--- src/rtl/sipo_reg_if.sv ---
// Serial-in / parallel-out bus bundle.
// The master drives the serial bit stream.
// The slave (the shift register) returns the assembled word and its status.
interface sipo_reg_if #(
    parameter int DATA_WIDTH = 8
);
    localparam int CNT_W = (DATA_WIDTH > 1) ? $clog2(DATA_WIDTH) : 1;

    logic                  en;
    logic                  serial_in;
    logic [DATA_WIDTH-1:0] parallel_out;
    logic [CNT_W-1:0]      bit_cnt;
    logic                  word_done;

    modport master (
        output en,
        output serial_in,
        input  parallel_out,
        input  bit_cnt,
        input  word_done
    );

    modport slave (
        input  en,
        input  serial_in,
        output parallel_out,
        output bit_cnt,
        output word_done
    );
endinterface

--- src/rtl/sipo_reg.sv ---
// Serial-in / parallel-out shift register with a word counter.
// word_done is a one-cycle registered pulse, raised after the last bit of each word.
// All outputs come straight from flops.
module sipo_reg #(
    parameter int DATA_WIDTH = 8,
    parameter bit LSB_FIRST  = 1'b1
) (
    input  logic         clk,
    input  logic         rst,
    sipo_reg_if.slave    bus
);
    localparam int              CNT_W    = (DATA_WIDTH > 1) ? $clog2(DATA_WIDTH) : 1;
    localparam logic [CNT_W-1:0] CNT_LAST = CNT_W'(DATA_WIDTH - 1);

    logic [DATA_WIDTH-1:0] shift_q, shift_d;
    logic [CNT_W-1:0]      cnt_q,   cnt_d;
    logic                  done_q,  done_d;

    // Next-state: shift in one bit per enabled cycle and wrap the counter at a full word.
    always_comb begin
        shift_d = shift_q;
        cnt_d   = cnt_q;
        done_d  = 1'b0;
        if (bus.en) begin
            if (LSB_FIRST) begin
                shift_d = {bus.serial_in, shift_q[DATA_WIDTH-1:1]};
            end else begin
                shift_d = {shift_q[DATA_WIDTH-2:0], bus.serial_in};
            end
            if (cnt_q == CNT_LAST) begin
                cnt_d  = {CNT_W{1'b0}};
                done_d = 1'b1;
            end else begin
                cnt_d  = cnt_q + CNT_W'(1);
                done_d = 1'b0;
            end
        end else begin
            shift_d = shift_q;
            cnt_d   = cnt_q;
            done_d  = 1'b0;
        end
    end

    // State registers.
    // Reset wins over en, so a bit presented during reset is dropped.
    always_ff @(posedge clk) begin
        if (rst) begin
            shift_q <= {DATA_WIDTH{1'b0}};
            cnt_q   <= {CNT_W{1'b0}};
            done_q  <= 1'b0;
        end else begin
            shift_q <= shift_d;
            cnt_q   <= cnt_d;
            done_q  <= done_d;
        end
    end

    assign bus.parallel_out = shift_q;
    assign bus.bit_cnt      = cnt_q;
    assign bus.word_done    = done_q;
endmodule

--- src/flat_wrapper.sv ---
// flat-port wrapper written by rule: the top's interface ports become plain ports
module sipo_reg_flat 
#(
    parameter int DATA_WIDTH = 8,
    parameter bit LSB_FIRST  = 1'b1
)
  (clk, rst, bus_en, bus_serial_in, bus_parallel_out, bus_bit_cnt, bus_word_done);
  sipo_reg_if #(.DATA_WIDTH(DATA_WIDTH)) bus_i ();
  input  logic clk;
  input  logic rst;
  input wire logic [$bits(bus_i.en)-1:0] bus_en;
  input wire logic [$bits(bus_i.serial_in)-1:0] bus_serial_in;
  output wire logic [$bits(bus_i.parallel_out)-1:0] bus_parallel_out;
  output wire logic [$bits(bus_i.bit_cnt)-1:0] bus_bit_cnt;
  output wire logic [$bits(bus_i.word_done)-1:0] bus_word_done;
  assign bus_i.en = bus_en;
  assign bus_i.serial_in = bus_serial_in;
  assign bus_parallel_out = bus_i.parallel_out;
  assign bus_bit_cnt = bus_i.bit_cnt;
  assign bus_word_done = bus_i.word_done;
  sipo_reg #(.DATA_WIDTH(DATA_WIDTH), .LSB_FIRST(LSB_FIRST)) u_core (.clk(clk), .rst(rst), .bus(bus_i));
endmodule
--- config.mk ---
export PLATFORM = sky130hd
export DESIGN_NAME = sipo_reg_flat
export DESIGN_NICKNAME = d
export VERILOG_FILES = /design/src/rtl/sipo_reg_if.sv /design/src/rtl/sipo_reg.sv /design/src/flat_wrapper.sv
export SDC_FILE = /design/constraint.sdc
export NUM_CORES = 1
export LEC_CHECK = 0
export BUFFER_PORTS_ARGS = -buffer_cell sky130_fd_sc_hd__buf_2
export CELL_PAD_IN_SITES_DETAIL_PLACEMENT = 0
export CELL_PAD_IN_SITES_GLOBAL_PLACEMENT = 1
export CORE_MARGIN = 2
export CORE_UTILIZATION = 30
export CTS_CLUSTER_SIZE = 25
export DETAILED_ROUTE_END_ITERATION = 10
export PLACE_DENSITY = 0.79
export SLEW_MARGIN = 20
export SYNTH_ARGS = -nofsm -noshare
export SYNTH_HDL_FRONTEND = slang
export SYNTH_SLANG_ARGS = --single-unit
--- constraint.sdc ---
create_clock -name clk -period 1.3 [get_ports clk]
set_clock_uncertainty 0.15 [all_clocks]
set_input_delay 0.13 -clock clk [delete_from_list [all_inputs] [get_ports clk]]
set_output_delay 0.13 -clock clk [all_outputs]
set_load 0.02 [all_outputs]
# Word-level counts from Yosys, hierarchy flattened
# Cells that the tools add are included.
# W data, S select, Z words.
# totals
wordCells	9
output_inout_bits	12
regBits	12
inputBits	4
# classes
reduce_logical	1
eq_ne	1
bitwise	1
mux	2
add_sub_neg	1
# ops
operator	count
$add A3 B1 Y3 const B	1
$eq A3 B3 Y1 const B	1
$mux W3	1
$reduce_or A2 Y1	1
$mux W1	1
$not A1 Y1	1

# Logic depth before layout (Yosys ltp)
# Gate-level depths: netlist of run 1.
# depth
depth_word	2
depth_mapped	4

# Least setup slack after synthesis of run 1
# OpenSTA, ideal clock, no wires.
# synth_path
path_kind	register to register
from	register u_core.cnt_q[0] (netlist: u_core.bus.bit_cnt[0])
to	register u_core.cnt_q[0] (netlist: u_core.bus.bit_cnt[0])
stages_incl_launch_ff	5
setup_slack_ns	-0.157
arrival_time_ns	1.237
required_ns	1.080
setup_time_ns	0.070
period_less_slack_ns	1.457
n_path_buf	0
path_cell_list	dfxtp_1 -> ha_1 -> ha_1 -> or3b_1 -> a21oi_1
# synth_between
elab_chain_len	2
word_cells_on_any_way	3
cone_classes	add/sub (1); eq/ne (1); mux (1)
# synth_rtl
item	line	text
start: declaration	sipo_reg.sv:16	logic [CNT_W-1:0] cnt_q, cnt_d;
start signal: assignment	sipo_reg.sv:49	cnt_q <= {CNT_W{1'b0}};
start signal: assignment	sipo_reg.sv:53	cnt_q <= cnt_d;
$add A3 B1 Y3 or $eq A3 B3 Y1 (tied branches)	sipo_reg.sv:34, sipo_reg.sv:30	
$mux W3 *	sipo_reg.sv:30	if (cnt_q == CNT_LAST) begin
# Mark *: on every way between the ends. The rest lies on a longest branch, timed or not.
# A chain may end at the register's enable or synchronous reset.

# Worst setup path after layout of run 1
# Ends and elaborated chain as after synthesis.

==> impl_metrics.yaml, run 1 <==
outcome:
  status: "complete, but fails checks"
  violations: "negative setup slack"
drt:
  wl_met3_um: 35
  top_layer: "met3"
  drt_pass1_iterations: 2
  drc_errors: 0
  dr_total_vias: 359
  wl_met1_um: 387
  via_per_inst: 4.60
  drtIter0Drc: 3
  dr_wl_met2_um: 374
  drt-total-wl_um: 797
  ant_nets: 0
  wl_per_cell_um: 10.2
global_routing:
  grt-ovfl-total: 0
  antenna_found_initial: 0
  grt_max_degree: 14
  grt_pass1_wl_um: 1350
  grt_pass1_vias: 317
  grt_use_total_pct: 9.90
sta:
  maxSlewHeadroom_pct: 85.1
  rsz0062_at_grt: "true"
  setup_violations: 1
  fin_setup_tns_ns: -0.0478
  min_period_over_period_pct: 104
  report.final.slew_viol_count: 0
  finalHoldViolCount: 0
  min_period_ns: 1.35
  worstMarginPinSlew_ns: 0.224
  whs_ns: 0.0306
  fin_ws_ns: -0.0478
  max_freq_mhz: 742
logic_synthesis:
  syn-num-nets: 48
  synth.area.top_cells: "dfxtp_1 (54%), mux2i_1 (20%), nor2_1 (8.4%), ha_1 (5.6%), nand2b_1 (2.8%)"
  ys_ff_latch: 12
  yosys.area.top_type: "dfxtp_1"
  seq_area_frac_synth_pct: 53.8
  avgSynthCellArea_sq_um: 10.6
  yosysWarnings: 0
  yosysUniqueCellTypes: 11
  synth.top_cell.area_share_pct: 53.8
  syn-cell-area_sq_um: 447
  synth_cells: 42
floorplan:
  num_rows: 13
  io_pins: 16
  die_w_um: 42.6
  fp.dieH_um: 42.6
  core_sq_um: 1350
  start_util_pct: 33.1
  dieArea_sq_um: 1810
power:
  power.leakage_nw: 0.313
  total_power_mw: 0.738
  power_frac_comb_pct: 9.1
  irDropWorstVdd_uv: 536
  seq_power_share_pct: 52.0
  clockPowerShare_pct: 39.0
  p_int_mw: 0.576
  power_density_nw_per_um2: 1170
  swShare_pct: 21.9
  p_sw_mw: 0.162
cts:
  cts_tree: "yes"
  clk_pin_slew_ns: 0.08
  cts_htree_levels: 1
  clock_path_buffers: 2
  cts_made_buffers: 3
  clk_latency_ns: 0.27
  cts.sinks: 12
  clockRootBuffer: "clkbuf_4"
critical_path:
  worstSetupEndpointType: "register"
  r2r_start: "u_core.bus.bit_cnt[0]$_SDFFE_PP0P_"
  critPathArrivalTime_ns: 1.39
  crit_type: "register to register"
  cp.required_ns: 1.35
  startpoint: "u_core.bus.bit_cnt[0]$_SDFFE_PP0P_"
  cp-start-kind: "register"
  path_max_fanout: 4
place:
  placedCellCount: 73
  gp_congestion: 0.709
  hpwlAfterDp_um: 574
  port_buffers: 15
  pre_cts_slack_ns: -0.0530
job:
  drv_cap: 0
cells_and_area:
  num-nets-final: 70
  fin_cells: 78
  most-common-layout-cells: "buf_2 (15), nor2_1 (10), dfxtp_1 (10)"
  antenna_cells: 0
  drive_gt1_share_pct: 41.3
  areaGrowthSynthToFinish_pct: 41.2
  final_common_cell: "buf_2"
min_path:
  hold_class: "input pin to register"
  worstHoldStart: "rst"
==> power by group through the flow <==
stage | clock network [mW] | registers [mW] | logic, mW
2_1_floorplan | 0 | 0.402 | 0.0314
3_3_place_gp | 0 | 0.391 | 0.0647
3_5_place_dp | 0 | 0.392 | 0.0656
4_1_cts | 0.303 | 0.383 | 0.0685
5_1_grt | 0.320 | 0.385 | 0.0742
6_report | 0.288 | 0.383 | 0.0668
==> cells by family after synthesis <==
family,count (synthesis),synth area share (%)
and+or+nand+nor,15,15.7
adders and majority gates,2,5.60
DFF,12,53.8
muxes,9,20.2
buffers and inverters,2,2.52
AOI/OAI and AO/OA,2,2.24
==> worst max-delay path, cell delays in order (launching register included) <==
cell     delay (ns)
dfxtp_4        0.36
ha_4           0.16
ha_4           0.15
or3b_1         0.34
a21oi_1        0.12
==> timing repair <==
item / in CTS / in global routing
buffers inserted: 0 / 0
setup endpoints to repair: 2 / 1
gates cloned: 0 / 0
pin swaps: 1 / 0
resized for setup: 1 / 0
hold endpoints to repair: 1 / 0
hold buffers: 1 / 0
==> synth_stat cells, drive strengths merged <==
master	n
dfxtp	12
nor2	10
mux2i	9
a21oi	2
ha	2
nand2b	2
buf	1
clkbuf	1
nand2	1
nand3b	1
or3b	1
==> path summary, 6_finish.rpt <==
| path | cells after the start | end | slack (ns) |
|---|---|---|---|
| setup reg to reg | 4 | u_core.bus.bit_cnt[0]$_SDFFE_PP0P_ | -0.05 |
| hold reg to reg | 2 | u_core.bus.parallel_out[0]$_SDFFE_PP0P_ | 0.35 |
| setup / recovery | 4 | u_core.bus.bit_cnt[0]$_SDFFE_PP0P_ | -0.05 |
| hold / removal | 2 | u_core.bus.bit_cnt[0]$_SDFFE_PP0P_ | 0.03 |
==> area by class of cell <==
class / instances / area [sq um]
clock buffers: 4 / 36.3
fillers: 139 / 719
multi-input cells: 28 / 220
flip-flops and latches: 12 / 248
repair buffers: 19 / 108
well taps: 15 / 18.8
==> through the flow <==
stage / area (sq um) / utilization, %
floorplan: 469 / -
global placement: 574 / 42.5
detailed placement: 574 / 42.5
CTS: 631 / 46.7
global route: 631 / 46.7
finish: 631 / 46.7
==> sequential cells by signal, summed over array words and instances, names as in the netlist <==
register                 flops
u_core.bus.parallel_out      8
u_core.bus.bit_cnt           3
u_core.bus.word_done         1
==> layer usage <==
layer	GRT usage, %	up-vias
met3	2.59	0
met1	12.2	166
li1	-	183
met4	7.50	0
met5	0	-
met2	14.5	10
No activity file was read; power rests on OpenSTA's default activity.
==> inputs of run 2 (changes only) <==
ABC_AREA = 1   (was unset)
CORE_UTILIZATION = 29   (was 30)
==> run 2 against run 1 <==
  * The flow now finishes without violations
  * Hold slack improved by 0.026 ns
  * Flip-flop and latch count did not move
  * Final area fell by 6.5%
  * Critical path type unchanged
  * Power rose by 11%
  * Via count rose by 11%
  * Global-route usage rose by 0.86 points
  * Largest power group unchanged
  * Clock power rose by 3%
  * Final cell count rose by 14%
==> impl_metrics.yaml, run 2 <==
logic_synthesis:
  synth.top_cell.area_share_pct: 52.2
  synth_top_family_by_area: "simple AND/OR/NAND/NOR gates"
  synth_xor_area_share_pct: 0
  seq_area_frac_synth_pct: 52.2
  synth_most_common_cell: "nor2_1"
  synth.area.top_cells: "dfxtp_1 (52%), nor2_1 (15%), o21ai_0 (9.8%), ha_1 (5.4%), buf_6 (4.9%)"
  async_reset_ff_share_pct: 0
  yosysWarnings: 0
  yosysUniqueCellTypes: 12
  synth_adder_area_share_pct: 5.43
  synthTopCellsByCount: "nor2_1 (19), dfxtp_1 (12), o21ai_0 (9)"
  synth_mux_area_share_pct: 0
  synth-edff-count: 0
  syn-num-nets: 60
  synth_cells: 54
  avgSynthCellArea_sq_um: 8.53
  ys.flop_type: "dfxtp_1"
  synthSimpleGateAreaFrac_pct: 22.3
  synth_compound_area_share_pct: 12.8
  syn-cell-area_sq_um: 460
  yosys.area.top_type: "dfxtp_1"
  ys_ff_latch: 12
power:
  total_power_mw: 0.815
  irDropWorstVdd_uv: 544
  power_density_nw_per_um2: 1380
  power.leakage_nw: 0.295
place:
  port_buffers: 15
  gp_congestion: 0.671
  hpwlAfterDp_um: 636
sta:
  fin_setup_tns_ns: 0
  rsz0062_at_grt: "false"
  max_freq_mhz: 819
  setup_violations: 0
  min_period_ns: 1.22
  min_period_over_period_pct: 94.0
  finalHoldViolCount: 0
  worstMarginPinSlew_ns: 0.204
  report.final.slew_viol_count: 0
  maxSlewHeadroom_pct: 86.4
min_path:
  min_to: "u_core.bus.bit_cnt[1]$_SDFFE_PP0P_"
  hold_path_depth: 3
  worstHoldStart: "bus_en"
  hold_class: "input pin to register"
floorplan:
  core_sq_um: 1490
  start_util_pct: 30.9
  dieArea_sq_um: 1920
  fp.dieH_um: 43.8
  die_w_um: 43.8
  num_rows: 14
  io_pins: 16
critical_path:
  startpoint: "u_core.bus.bit_cnt[0]$_SDFFE_PP0P_"
  ff2ff_path_depth: 4
  r2r_slack_ns: 0.08
  crit_type: "register to register"
  worstSetupEndpointType: "register"
  path_max_fanout: 4
  cp.required_ns: 1.32
  cp-start-kind: "register"
  r2r_start: "u_core.bus.bit_cnt[0]$_SDFFE_PP0P_"
  critPathArrivalTime_ns: 1.24
  r2r-end: "u_core.bus.bit_cnt[2]$_SDFFE_PP0P_"
drt:
  drt_pass1_iterations: 2
  ant_nets: 0
  via_per_inst: 4.48
  drc_errors: 0
  dr_total_vias: 399
  drtIter0Drc: 1
  wl_per_cell_um: 10.4
  drt-total-wl_um: 927
global_routing:
  grt_pass1_wl_um: 1470
  antenna_found_initial: 0
  grt_max_degree: 14
  grt-ovfl-total: 0
  grt_use_total_pct: 10.8
  grt_pass1_vias: 356
cells_and_area:
  largest_register_ffs: 8
  drive_gt1_share_pct: 34.2
  num-fill-cells: 171
  areaGrowthSynthToFinish_pct: 28.0
  final_common_cell: "nor2_1"
  antenna_cells: 0
  most-common-layout-cells: "nor2_1 (19), buf_2 (15), dfxtp_1 (12)"
  final_util_pct: 39.6
  num-nets-final: 80
cts:
  clockRootBuffer: "clkbuf_4"
  cts_made_buffers: 3
  clk_pin_slew_ns: 0.08
  cts_tree: "yes"
  clock_path_buffers: 2
  cts_htree_levels: 1
  post_cts_buffers: 0
  clk_latency_ns: 0.27
  cts.sinks: 12
job:
  drv_cap: 0
outcome:
  status: "finished, final reports clean"
run 2: cell count changes in the layout (fill, tap and decap cells not counted), moves of 2 or more:
cell / delta
buf_4: -3
nand2_1: +2
nand2b_1: -2
dfxtp_4: -2
ha_4: -2
dfxtp_1: +2
mux2i_1: -9
inv_2: +3
nor2_1: +9
o21ai_0: +9
ha_1: +2
run 2: how the worst max path moves through the flow:
| stage | slack [ns] | end |
|---|---|---|
| after global routing | 0.009 | u_core.bus.bit_cnt[2]$_SDFFE_PP0P_ |
| after floorplan | 0.04 | u_core.bus.bit_cnt[2]$_SDFFE_PP0P_ |
| after detailed placement | 0.08 | u_core.bus.bit_cnt[1]$_SDFFE_PP0P_ |
| final | 0.08 | u_core.bus.bit_cnt[2]$_SDFFE_PP0P_ |
| after global placement | 0.11 | u_core.bus.bit_cnt[2]$_SDFFE_PP0P_ |
| after CTS | 0.06 | u_core.bus.bit_cnt[1]$_SDFFE_PP0P_ |
run 2: report_power, final:
part | internal (mW) | leakage, nW | switching (mW) | total (mW)
logic | 0.0417 | 0.175 | 0.0715 | 0.113
clock network | 0.170 | 0.0210 | 0.125 | 0.296
registers | 0.390 | 0.0990 | 0.0159 | 0.406
total | 0.602 | 0.295 | 0.213 | 0.815
run 2: metrics by stage:
| step | instances | hold WS, ns | area [sq um] | setup slack, ns |
|---|---|---|---|---|
| floorplan | 54 | 0.0424 | 460 | 0.0438 |
| global placement | 83 | 0.193 | 533 | 0.112 |
| detailed placement | 83 | 0.196 | 533 | 0.0789 |
| CTS | 89 | 0.0564 | 589 | 0.0564 |
| global route | 89 | 0.0709 | 589 | 0.00919 |
| finish | 89 | 0.0562 | 589 | 0.0784 |
run 2: cell type report:
class                      instances  area (sq um)  share of cell area, %
clock buffer                       4          36.3                   6.16
inverter                           3          11.3                   1.91
timing repair buffer              17          95.1                   16.1
sequential                        12           240                   40.8
tap                               16          20.0                   3.40
multi-input combinational         37           186                   31.6
run 2: metal layers:
metal  track usage (%)  up-vias  share of wire [%]
met5                 0        -                  0
met4              9.09        0                3.1
met3              2.50        4                5.1
met2              15.6       11                 43
met1              13.3      174                 49
li1                  -      210                  -
run 2: critical path, stage by stage (launching register included):
cell and delay [ns]:
dfxtp_1 0.34, ha_1 0.20, ha_1 0.26, nor2_1 0.11, nor2_1 0.05
run 2: cell families after synthesis:
| family | count (synthesis) |
|---|---|
| buffers and inverters | 5 |
| AND/OR/NAND/NOR | 24 |
| AO/OA/AOI/OAI | 11 |
| adder cells (fa/ha/maj) | 2 |
| flip-flops | 12 |
run 2: timing repair:
item / 4_1_cts / 5_1_grt
resized for setup: 0 / 1
hold buffers: 2 / 0
endpoints found under the hold margin: 3 / 0
setup endpoints to repair: 0 / 1
